<file path="src/rtl/puf_pkg.sv">
// Purpose: shared types and helpers for the arbiter PUF engine.
// Latency: n/a (types and a combinational rotate helper only).
// Backpressure: n/a.
package puf_pkg;

   // Widest challenge the rotate helper handles; STAGES must not exceed this.
   localparam int PUF_MAX_W   = 64;
   localparam int PUF_IDX_W   = $clog2(PUF_MAX_W);

   typedef enum logic [2:0] {
      IDLE,
      LAUNCH,
      SETTLE,
      SAMPLE,
      RELAX,
      NEXT,
      DONE
   } puf_state_t;

   // Rotate the low w bits of v left by k; bits at and above w come back as 0.
   function automatic logic [PUF_MAX_W-1:0] rotl(input logic [PUF_MAX_W-1:0] v,
                                                 input int unsigned          w,
                                                 input int unsigned          k);
      logic [PUF_MAX_W-1:0] r;
      r = '0;
      for (int unsigned i = 0; i < PUF_MAX_W; i++) begin
         if (i < w) begin
            r[PUF_IDX_W'((i + k) % w)] = v[PUF_IDX_W'(i)];
         end
      end
      return r;
   endfunction

endpackage

</file>
<file path="src/rtl/puf_delay_line.sv">
// Purpose: STAGES-deep switch-box race line; each stage passes or crosses the two paths.
// Latency: purely combinational from pulse/sel to top/bot.
// Backpressure: none.
// Ports: pulse (race launch), sel[STAGES] (per-stage cross select), top/bot (path outputs).

// 2:1 mux cell used for every switch-box leg.
module puf_mux2 (
   input  logic a,
   input  logic b,
   input  logic sel,
   output logic y
);
   assign y = sel ? b : a;
endmodule

module puf_delay_line #(
   parameter int STAGES = 8
) (
   input  logic              pulse,
   input  logic [STAGES-1:0] sel,
   output logic              top,
   output logic              bot
);

   logic [STAGES:0] top_w;
   logic [STAGES:0] bot_w;

   // Both paths start from the same edge; only the physical delays differ.
   assign top_w[0] = pulse;
   assign bot_w[0] = pulse;

   for (genvar i = 0; i < STAGES; i++) begin : g_stage
      puf_mux2 u_top (.a(top_w[i]), .b(bot_w[i]), .sel(sel[i]), .y(top_w[i+1]));
      puf_mux2 u_bot (.a(bot_w[i]), .b(top_w[i]), .sel(sel[i]), .y(bot_w[i+1]));
   end

   assign top = top_w[STAGES];
   assign bot = bot_w[STAGES];

endmodule

</file>
<file path="src/rtl/arbiter_puf_engine.sv">
// Purpose: launches VOTES races per response bit through the delay line and majority-votes the arbiter.
// Latency: RESP_BITS*(VOTES*(2+2*SETTLE_CYC)+1)+1 cycles from challenge accept to oresp_valid.
// Backpressure: och_ready low while busy; response held in DONE until iresp_ready.
// Ports: ichallenge/ich_valid/och_ready (challenge in), orace_top/orace_bot (to arbiter macro),
//        iarb (arbiter decision), oresp/ounstable/oresp_valid/iresp_ready (response out).
module arbiter_puf_engine
   import puf_pkg::*;
#(
   parameter int STAGES     = 8,
   parameter int RESP_BITS  = 4,
   parameter int VOTES      = 5,
   parameter int SETTLE_CYC = 4
) (
   input  logic                 iclk,
   input  logic                 irst_n,
   input  logic [STAGES-1:0]    ichallenge,
   input  logic                 ich_valid,
   output logic                 och_ready,
   output logic                 orace_top,
   output logic                 orace_bot,
   input  logic                 iarb,
   output logic [RESP_BITS-1:0] oresp,
   output logic                 ounstable,
   output logic                 oresp_valid,
   input  logic                 iresp_ready
);

   localparam int CW = $clog2(VOTES + 1);
   localparam int KW = (RESP_BITS > 1) ? $clog2(RESP_BITS) : 1;
   localparam int TW = (SETTLE_CYC > 1) ? $clog2(SETTLE_CYC) : 1;

   puf_state_t           state;
   puf_state_t           state_nxt;

   logic [STAGES-1:0]    challenge_q;
   logic [STAGES-1:0]    sel;
   logic                 pulse;
   logic [CW-1:0]        votes;
   logic [CW-1:0]        ones;
   logic [KW-1:0]        bit_idx;
   logic [TW-1:0]        tmr;
   logic [RESP_BITS-1:0] resp_acc;
   logic                 unst_acc;
   logic [RESP_BITS-1:0] resp_q;
   logic                 unst_q;

   logic                 tmr_last;
   logic                 votes_done;
   logic                 bit_last;
   logic [PUF_MAX_W-1:0] ch_ext;
   logic [STAGES-1:0]    rot_next;

   assign tmr_last   = (tmr == TW'(SETTLE_CYC - 1));
   assign votes_done = (votes == CW'(VOTES));
   assign bit_last   = (bit_idx == KW'(RESP_BITS - 1));

   always_comb begin
      ch_ext = '0;
      ch_ext[STAGES-1:0] = challenge_q;
   end

   // Stage select for the upcoming bit: captured challenge rotated by bit_idx+1.
   assign rot_next = STAGES'(rotl(ch_ext, STAGES, 32'(bit_idx) + 32'd1));

   // ---------------- state register ----------------
   always_ff @(posedge iclk or negedge irst_n) begin
      if (!irst_n) begin
         state <= IDLE;
      end else begin
         state <= state_nxt;
      end
   end

   // ---------------- next-state logic ----------------
   always_comb begin
      state_nxt = state;
      case (state)
         IDLE:    if (ich_valid) state_nxt = LAUNCH;
         LAUNCH:  state_nxt = SETTLE;
         SETTLE:  if (tmr_last) state_nxt = SAMPLE;
         SAMPLE:  state_nxt = RELAX;
         RELAX:   if (tmr_last) state_nxt = votes_done ? NEXT : LAUNCH;
         NEXT:    state_nxt = bit_last ? DONE : LAUNCH;
         DONE:    if (iresp_ready) state_nxt = IDLE;
         default: state_nxt = IDLE;
      endcase
   end

   // ---------------- outputs ----------------
   always_comb begin
      och_ready   = (state == IDLE);
      oresp_valid = (state == DONE);
   end

   assign oresp     = resp_q;
   assign ounstable = unst_q;

   // ---------------- datapath ----------------
   // Votes accumulate in resp_acc/unst_acc; oresp only moves when DONE is entered,
   // so the consumer never sees a half-built response.
   always_ff @(posedge iclk or negedge irst_n) begin
      if (!irst_n) begin
         challenge_q <= '0;
         sel         <= '0;
         pulse       <= 1'b0;
         votes       <= '0;
         ones        <= '0;
         bit_idx     <= '0;
         tmr         <= '0;
         resp_acc    <= '0;
         unst_acc    <= 1'b0;
         resp_q      <= '0;
         unst_q      <= 1'b0;
      end else begin
         // One timer serves both the settle and relax windows.
         if ((state == SETTLE || state == RELAX) && !tmr_last) begin
            tmr <= tmr + TW'(1);
         end else begin
            tmr <= '0;
         end

         case (state)
            IDLE: begin
               if (ich_valid) begin
                  challenge_q <= ichallenge;
                  sel         <= ichallenge;
                  bit_idx     <= '0;
                  votes       <= '0;
                  ones        <= '0;
                  resp_acc    <= '0;
                  unst_acc    <= 1'b0;
               end
            end
            LAUNCH: pulse <= 1'b1;
            SAMPLE: begin
               ones  <= ones + CW'(iarb);
               votes <= votes + CW'(1);
               pulse <= 1'b0;
            end
            RELAX: begin
               if (tmr_last && votes_done) begin
                  resp_acc[bit_idx] <= (ones > CW'(VOTES / 2));
                  unst_acc <= unst_acc | ((ones != '0) && (ones != CW'(VOTES)));
               end
            end
            NEXT: begin
               if (bit_last) begin
                  resp_q <= resp_acc;
                  unst_q <= unst_acc;
               end else begin
                  bit_idx <= bit_idx + KW'(1);
                  sel     <= rot_next;
                  votes   <= '0;
                  ones    <= '0;
               end
            end
            default: ;
         endcase
      end
   end

   puf_delay_line #(
      .STAGES (STAGES)
   ) u_line (
      .pulse (pulse),
      .sel   (sel),
      .top   (orace_top),
      .bot   (orace_bot)
   );

endmodule
</file>
<file path="config.mk">
export PLATFORM = sky130hd
export DESIGN_NAME = arbiter_puf_engine
export DESIGN_NICKNAME = d
export VERILOG_FILES = /design/src/rtl/puf_pkg.sv /design/src/rtl/puf_delay_line.sv /design/src/rtl/arbiter_puf_engine.sv
export SDC_FILE = /design/constraint.sdc
export NUM_CORES = 1
export LEC_CHECK = 0
export CORE_MARGIN = 4
export CORE_UTILIZATION = 40
export CTS_CLUSTER_DIAMETER = 150
export DETAILED_ROUTE_END_ITERATION = 10
export PLACE_DENSITY = 0.66
export SLEW_MARGIN = 25
export SYNTH_ARGS = -nofsm -noshare
export SYNTH_HDL_FRONTEND = slang
export SYNTH_SLANG_ARGS = --single-unit
export TNS_END_PERCENT = 30
</file>
<file path="constraint.sdc">
create_clock -name iclk -period 2.1 [get_ports iclk]
set_input_delay 0.42 -clock iclk [delete_from_list [all_inputs] [get_ports iclk]]
set_output_delay 0.42 -clock iclk [all_outputs]
set_load 0.02 [all_outputs]
</file>
==> flow_metrics.env <==
export IMPL_clock_skew_final_ns=0.004253
export IMPL_final_hold_violation_count=0
export IMPL_wire_per_inst_um=13.46
export IMPL_ys_seq_elements=24
export IMPL_cts_htree_levels=1
export IMPL_maxCapViolCount=0
export IMPL_floorplan_io_pins=22
export IMPL_drt_total_wl_um=2395
export IMPL_fin_tns_setup_ns=0
export IMPL_cts_tree="yes"
export IMPL_final_setup_viol_count=0
export IMPL_ratio_of_cells_with_drive_above_1_in_the_final_layout=0.1642
export IMPL_cts_repair_timing_setup_buffer_count=0
export IMPL_postSynth_topFlopCell="sky130_fd_sc_hd__dfrtp_1"
export IMPL_clkSinkCount=24
export IMPL_powerDensity_nw_per_um2=1006
export IMPL_max_clock_path_buffers=2
export IMPL_detail_route_vias_per_cell=5.421
export IMPL_dp_hpwl_um=1841
export IMPL_first_global_vias=965
export IMPL_synth_nets=141
export IMPL_grt_antenna_before_repair=0
export IMPL_drt_initial_drc_count=8
export IMPL_synthesis_area_per_instance_sq_um=11.31
export IMPL_die_width_um=66.02
export IMPL_cts_clk_slew_worst_paths_ns=0.12
export IMPL_synth_largest_area_cell="sky130_fd_sc_hd__dfrtp_1"
export IMPL_yosys_warnings=0
export IMPL_synthCells=119
export IMPL_crit_required_ns=2.30
export IMPL_vdd_ir_max_uv=622.3
export IMPL_rows=20
export IMPL_clock_insertion_delay_worst_skew_ns=0.30
export IMPL_finalCriticalPeriod_ns=1.849
export IMPL_starting_utilization_of_the_core_area=0.4304
export IMPL_status="complete, no violations"
export IMPL_fp_dieArea_sq_um=4358
export IMPL_layout_area_growth_over_synthesis_pct=15.71
export IMPL_timing_worst_slew_pin_value_ns=0.4276
export IMPL_layout_common_cells="sky130_fd_sc_hd__dfrtp_1, sky130_fd_sc_hd__clkdlybuf4s50_1, sky130_fd_sc_hd__ha_1"
export IMPL_grt_use_total=0.1250
export IMPL_share_of_the_cycle_needed_by_the_critical_path_after_routing=0.8803
export IMPL_total_vias_in_the_final_route=965
export IMPL_synth_top_cell_area_share=0.4461
export IMPL_timing_fmax_mhz=541.0
export IMPL_wire_length_of_the_first_global_routing_pass_um=4305
export IMPL_cellLeakagePower_nw=0.7288
export IMPL_maxSlewHeadroom=0.7127
export IMPL_synthArstFlopShare=1.000
export IMPL_core_area_sq_um=3128
export IMPL_io_buffer_count=13
export IMPL_worst_setup_path_end_kind="register"
export IMPL_synth_enable_flop_cells=0
export IMPL_detail_route_antenna_nets=0
export IMPL_most_frequent_standard_cell_in_the_layout_excluding_fill_and_tap_cells="sky130_fd_sc_hd__dfrtp_1"
export IMPL_synth_lib_cells_used_distinct=41
export IMPL_antenna_cells_inserted=0
export IMPL_critical_path_class="register to register"
export IMPL_total_cell_area_at_the_placement_stage_sq_um=1531
export IMPL_post_route_drc_count=0
export IMPL_cp_max_fo=6
export IMPL_synthTopCellsByArea="sky130_fd_sc_hd__dfrtp_1, sky130_fd_sc_hd__ha_1, sky130_fd_sc_hd__mux2_2"
export IMPL_cts_root_buf="sky130_fd_sc_hd__clkbuf_4"
export IMPL_gp_congestion=0.7908
export IMPL_layout_cell_area_non_filler_sq_um=1558
export IMPL_min_delay_path_class="register to register"
export IMPL_crit_path_start_kind="register"
export IMPL_numCtsBuffers=3
export IMPL_drt_pre_antenna_iters=4
export IMPL_arrival_ns=2.05
export IMPL_globalRouteOverflowTotal=0
export IMPL_grt_start_max_net_pins=25
export IMPL_yosysSeqAreaShare=0.4461
export IMPL_slew_violations=0
export IMPL_rsz0062_at_grt="no"
export IMPL_die_span_in_y_um=66.02
export IMPL_cell_area_after_synthesis_sq_um=1346
export IMPL_design_final_nets=158
-- sequential cells by signal (all words and copies together) (netlist names), 2 cells and up --
register / cells
oresp: 4
resp_acc: 4
ones: 3
state: 3
votes: 3
bit_idx: 2
tmr: 2
-- power by group --
group / internal (mW) / total (mW) / switching, mW
registers: 0.554 / 0.676 / 0.122
clock network: 0.0668 / 0.193 / 0.126
logic: 0.343 / 0.699 / 0.355
-- critical path, stage by stage (launching register included) --
cell                      delay [ns]
sky130_fd_sc_hd__dfrtp_1        0.43
sky130_fd_sc_hd__ha_1           0.27
sky130_fd_sc_hd__or4bb_1        0.54
sky130_fd_sc_hd__and3_4         0.22
sky130_fd_sc_hd__a211o_1        0.29
-- cells by family after synthesis --
group	Yosys count	synth area share
flops	24	0.4461
mux	9	0.07342
fa+ha+maj	9	0.08364
simple gates	31	0.1571
compound gates	29	0.1682
xor+xnor	2	0.01301
buf+inv	15	0.05855
-- cell usage after synthesis (all sizes together), types with 2 or more instances --
| library cell | instances |
|---|---|
| dfrtp | 24 |
| ha | 9 |
| inv | 7 |
| mux2 | 7 |
| a22o | 6 |
| nor3b | 5 |
| and3 | 4 |
| buf | 4 |
| clkbuf | 4 |
| nor2 | 4 |
| nand4b | 3 |
| nor2b | 3 |
| o21ai | 3 |
| o221ai | 3 |
| a211o | 2 |
| a211oi | 2 |
| a21oi | 2 |
| mux2i | 2 |
| nand2 | 2 |
| nand2b | 2 |
| nor3 | 2 |
| o31ai | 2 |
-- through the flow --
stage                     total power, mW  hold WS (ns)  worst slack [ns]    util  std cells
after detailed placement            1.398        0.4294           0.08843  0.4896        175
after global routing                1.706        0.4666            0.1871  0.4980        178
final                               1.568        0.4400            0.2514  0.4980        178
after global placement              1.369        0.4177           0.08346  0.4896        175
after CTS                           1.587        0.4469          0.002898  0.4968        178
after floorplan                     1.208        0.1244            0.3044       -        119
-- repair_timing --
item                                    CTS  global route
endpoints found under the setup margin    2             1
resized for setup                         2             2
hold buffers                              0             0
-- final cells by class --
type | instances | area (sq um)
inverter | 7 | 26.28
timing repair buffer | 20 | 183.9
fill | 301 | 1570
clock buffer | 3 | 22.52
tap | 44 | 55.05
multi-input combinational | 80 | 666.9
sequential | 24 | 603.1
-- routing by layer --
| metal | GRT usage | vias up | routed length, um |
|---|---|---|---|
| met2 | 0.2103 | 21 | 1141 |
| met5 | 0 | - | 0 |
| met1 | 0.1585 | 466 | 1093 |
| met4 | 0.03807 | 0 | 20 |
| met3 | 0.02891 | 2 | 140 |
| li1 | - | 476 | - |
-- path summary, 6_finish.rpt --
path | start | end | slack [ns] | cells past startpoint
worst max-delay path | bit_idx[0]$_DFFE_PN0P_ | ones[2]$_DFFE_PN0P_ | 0.25 | 4
worst min-delay path | tmr[0]$_DFF_PN0_ | tmr[0]$_DFF_PN0_ | 0.44 | 1
worst max register to register | bit_idx[0]$_DFFE_PN0P_ | ones[2]$_DFFE_PN0P_ | 0.25 | 4
worst min register to register | tmr[0]$_DFF_PN0_ | tmr[0]$_DFF_PN0_ | 0.44 | 1
max in group asynchronous | irst_n | state[0]$_DFFE_PN0P_ | 1.38 | 2
min in group asynchronous | irst_n | ones[1]$_DFFE_PN0P_ | 0.45 | 2
No activity file was read; power rests on OpenSTA's default activity.
